===== config.mk =====
export PLATFORM = sky130hd
export DESIGN_NAME = while_out_fifo
export DESIGN_NICKNAME = d
export VERILOG_FILES = /design/src/rtl/while_out_fifo.sv
export SDC_FILE = /design/constraint.sdc
export NUM_CORES = 1
export LEC_CHECK = 0
export CELL_PAD_IN_SITES_DETAIL_PLACEMENT = 1
export CELL_PAD_IN_SITES_GLOBAL_PLACEMENT = 2
export CORE_MARGIN = 2
export CORE_UTILIZATION = 30
export DETAILED_ROUTE_END_ITERATION = 7
export MAX_ROUTING_LAYER = met4
export PLACE_DENSITY_LB_ADDON = 0.1
export SLEW_MARGIN = 25
export SYNTH_ARGS = -nofsm -noshare
export SYNTH_HDL_FRONTEND = slang
export SYNTH_SLANG_ARGS = --single-unit

===== constraint.sdc =====
create_clock -name CLK -period 9.04 [get_ports CLK]
set_input_delay 0.904 -clock CLK [delete_from_list [all_inputs] [get_ports CLK]]
set_output_delay 0.904 -clock CLK [all_outputs]
set_load 0.005 [all_outputs]

===== src/rtl/while_out_fifo.sv =====
// rtl/while_out_fifo.sv - result FIFO with valid/ready release and saturating checksum
// Optional first-word fall-through bypass: WHILE_OUT_FIFO_BYPASS_EN.
module while_out_fifo #(
    parameter int WIDTH     = 8,
    parameter int DEPTH     = 4,
    parameter int ACC_WIDTH = 16
) (
    input  logic                       CLK,
    input  logic                       RST_N,
    input  logic [WIDTH-1:0]           XIN,
    input  logic                       XIN_VALID,
    output logic                       XIN_READY,
    output logic [WIDTH-1:0]           XOUT,
    output logic                       XOUT_VALID,
    input  logic                       XOUT_READY,
    output logic [$clog2(DEPTH):0]     COUNT,
    input  logic                       ACC_CLR,
    output logic [ACC_WIDTH-1:0]       ACC,
    output logic                       OVF
);
    localparam int PW = $clog2(DEPTH);
    localparam int CW = PW + 1;

    logic [WIDTH-1:0]     mem_q [DEPTH];
    logic [PW-1:0]        wr_ptr_q, wr_ptr_d;
    logic [PW-1:0]        rd_ptr_q, rd_ptr_d;
    logic [CW-1:0]        count_q, count_d;
    logic [ACC_WIDTH-1:0] acc_q, acc_d, acc_base;
    logic                 ovf_q, ovf_d;
    logic [ACC_WIDTH:0]   sum;
    logic                 empty, full, push, wr_en, fifo_pop, out_pop;
    logic [WIDTH-1:0]     head;

    assign empty     = (count_q == '0);
    assign full      = (count_q == CW'(DEPTH));
    assign head      = mem_q[rd_ptr_q];
    assign XIN_READY = !full;
    assign push      = XIN_VALID & XIN_READY;

`ifdef WHILE_OUT_FIFO_BYPASS_EN
    // When empty, an incoming item is offered straight to the consumer and
    // only lands in storage if the consumer declines it this cycle.
    assign XOUT_VALID = !empty | XIN_VALID;
    assign XOUT       = !empty ? head : (XIN_VALID ? XIN : '0);
    assign out_pop    = XOUT_VALID & XOUT_READY;
    assign wr_en      = push & !(empty & XOUT_READY);
    assign fifo_pop   = out_pop & !empty;
`else
    assign XOUT_VALID = !empty;
    assign XOUT       = empty ? '0 : head;
    assign out_pop    = XOUT_VALID & XOUT_READY;
    assign wr_en      = push;
    assign fifo_pop   = out_pop;
`endif

    // Clear is applied before the add, so clear+pop leaves just the popped value.
    assign acc_base = ACC_CLR ? '0 : acc_q;
    assign sum      = {1'b0, acc_base} + (ACC_WIDTH + 1)'(XOUT);

    always_comb begin
        wr_ptr_d = wr_ptr_q + PW'(wr_en);
        rd_ptr_d = rd_ptr_q + PW'(fifo_pop);
        count_d  = count_q + CW'(wr_en) - CW'(fifo_pop);
        acc_d    = acc_q;
        ovf_d    = ovf_q;
        if (ACC_CLR) begin
            acc_d = '0;
            ovf_d = 1'b0;
        end
        if (out_pop) begin
            if (sum[ACC_WIDTH]) begin
                acc_d = '1;
                ovf_d = 1'b1;
            end else begin
                acc_d = sum[ACC_WIDTH-1:0];
            end
        end
    end

    always_ff @(posedge CLK) begin
        if (!RST_N) begin
            wr_ptr_q <= '0;
            rd_ptr_q <= '0;
            count_q  <= '0;
            acc_q    <= '0;
            ovf_q    <= 1'b0;
        end else begin
            wr_ptr_q <= wr_ptr_d;
            rd_ptr_q <= rd_ptr_d;
            count_q  <= count_d;
            acc_q    <= acc_d;
            ovf_q    <= ovf_d;
        end
    end

    always_ff @(posedge CLK) begin
        if (wr_en) begin
            mem_q[wr_ptr_q] <= XIN;
        end
    end

    assign COUNT = count_q;
    assign ACC   = acc_q;
    assign OVF   = ovf_q;
endmodule


==> metrics.cfg <==
[status]
outcome = completed

[setup_path]
arrival_ns = 3.75
crit_fanout = 14
crit_path_end = ACC[12]
worst_setup_path_end_kind = flop
path_class = primary input to flop
worstReg2RegStart = rd_ptr_q[0]
r2r_end = ACC[12]
r2r_cells = 9
critical_path.startpoint_type = primary input
crit_start = ACC_CLR
cp.required_ns = 9.28
ff2ff_setup_slack_ns = 5.65

[sta]
max_clock_freq_mhz = 285
final.setup_skew_ns = 0.00990
fin_crit_ns = 3.51
slew_viol_final = 0
finalSetupTns_ns = 0
holdWs_ns = 0.543
finalCritPeriodShare_pct = 38.9
slew_headroom_pct = 45.4
grt_setup_unrepaired = no
finalHoldViolCount = 0
tightest_slew_ns = 0.816
setup_viol = 0

[detailed_routing]
ant_nets = 0
drt-initial-drc-count = 47
firstDrtPassIters = 4
vias = 1893
vias_per_cell = 4.99
wire_per_inst_microns = 16.6
drc = 0
wl_mm = 6.29

[floorplanning]
core_region_area_sq_um = 8720
die-height_microns = 98.9
initial_core_util_pct = 31.0
die_w_microns = 98.9
io_pins = 43
num_rows = 34
fp.dieArea_sq_um = 9780

[clock_network]
cts_hold_buffers = 0
clkTransAtPathRegs_ns = 0.11
ctsLongestPathBuffers = 2
numCtsBuffers = 5
cts_tree = done
post_cts_buffers = 0
root_buffer = clkbuf_8
clock_latency_ns = 0.31
clkSinkCount = 56
htree_num_levels = 2
cts_resized = 0

[yosys]
yosysUniqueCellTypes = 42
synth_edf_count = 32
yosysTopAreaCell = edfxtp_1
seq_area_frac_synth_pct = 53.4
netlist_top_cells_area = edfxtp_1 (36%), dfxtp_1 (18%), mux4_2 (6.7%)
syn_inst = 224
ys.flop_type = edfxtp_1
ys_top_cells_by_count = edfxtp_1 (32), dfxtp_1 (24), nor2b_1 (17)
syn_area_per_cell_sq_um = 12.1
postSynth.asyncResetShare_pct = 0
synth_top_area_share_pct = 35.6
synthMostInstantiatedCell = edfxtp_1
ys_ff_latch = 56
synth.net_count = 251
syn-cell-area_sq_um = 2700
ys_warn_count = 0

[finish]
n_antenna_cell = 0
final_nets = 297
syn_to_final_growth_pct = 23.9
drive_gt1_share_pct = 10.7

[global_route]
antenna_found_initial = 0
grt_start_max_net_pins = 19
grt_usage_pct = 13.7
grt.overflow.total = 0
grt_pass1_wl_mm = 10.1
grt_pass1_vias = 1890

[power_and_ir_drop]
powerDensity_nw_per_um2 = 236
leakage_uw = 0.00123
peakVddDrop_uv = 80.7

[job]
cap_viol_max_count = 0

[placement]
routabilityCongestion = 0.693
place_hpwl_mm = 4.54
portBuffers = 42

[hold_path]
min_path_type = flop to flop

## power breakdown
group / leakage [uW] / internal, uW / switching (uW) / total [uW]
sequential: 0.000489 / 306 / 30.5 / 336
clock: 0.0000445 / 55.3 / 87.8 / 143
combinational: 0.000701 / 169 / 141 / 310
total: 0.00123 / 530 / 260 / 790
## state kept, by name, summed over array words and instances, names as in the netlist
| signal | flops |
|---|---|
| rd_ptr_q | 2 |
| mem_q | 32 |
| wr_ptr_q | 2 |
| COUNT | 3 |
| OVF | 1 |
| ACC | 16 |
## how the worst min path moves through the flow
stage / start / end / slack [ns] / depth (start not counted)
2_1_floorplan: OVF / OVF / 0.48 / 2
3_3_place_gp: OVF / OVF / 0.49 / 2
3_5_place_dp: OVF / OVF / 0.51 / 2
4_1_cts: OVF / OVF / 0.54 / 2
5_1_grt: OVF / OVF / 0.56 / 2
6_report: OVF / OVF / 0.54 / 2
## stage by stage
| stage | std cells | utilization, % | power, uW | worst slack [ns] | instance area, sq um |
|---|---|---|---|---|---|
| 2_1_floorplan | 224 | - | 517 | 5.99 | 2700 |
| 3_3_place_gp | 371 | 37.3 | 660 | 5.24 | 3250 |
| 3_5_place_dp | 371 | 37.3 | 661 | 5.16 | 3250 |
| 4_1_cts | 379 | 38.4 | 806 | 5.51 | 3340 |
| 5_1_grt | 379 | 38.4 | 848 | 5.29 | 3340 |
| 6_report | 379 | 38.4 | 790 | 5.53 | 3340 |
## layout by cell type (no fill, tap or decap), types with 2 or more instances in the layout
cell and n:
nand3_1 7, nor2b_1 17, buf_4 3, ha_1 12, edfxtp_1 32, nand4_1 3, o211a_1 3, a211o_1 2
o21ai_0 6, o21a_1 2, nand2_1 14, a21oi_1 12, o221a_2 3, a211oi_1 2, a31o_2 2, a21o_1 2
clkbuf_8 5, inv_1 10, xnor2_1 8, and3_1 3, o211ai_1 2, nor2_1 13, clkdlybuf4s50_1 42, and2_1 4
nor3_1 6, o21ai_1 3, fa_1 2, xor2_1 3, mux4_2 8, dfxtp_1 24
## worst max-delay path: stages
cell and delay, ns:
clkdlybuf4s50_1 0.84, nor2b_1 0.14, ha_1 0.24, fa_1 0.44, a211o_1 0.32, and3b_2 0.25, o211ai_1 0.32, a311oi_1 0.09
a211oi_1 0.21
## metal layers
layer  track usage (%)  vias up  wire [microns]
li1                  -      926               -
met2              23.3       26            3240
met1              16.8      934            2790
met5                 -        -               0
met3              2.34        7             180
met4              4.11        0              73
## cells by family after synthesis
logic type | count (synthesis) | share of synthesized area, %
AO/OA/AOI/OAI | 47 | 12.7
AND/OR/NAND/NOR | 72 | 14.4
buffers and inverters | 16 | 2.27
multiplexers | 8 | 6.67
adder cells (fa/ha/maj) | 14 | 7.04
XOR/XNOR | 11 | 3.57
flip-flops | 56 | 53.4
## final cells by class
cell class | count | area [sq um]
tap | 108 | 135
sequential | 56 | 1440
inverter | 10 | 37.5
fill | 944 | 5380
clock inverter | 3 | 21.3
timing repair buffer | 45 | 443
multi-input combinational | 152 | 1200
clock buffer | 5 | 68.8
Power figures use the tool's default switching activity.
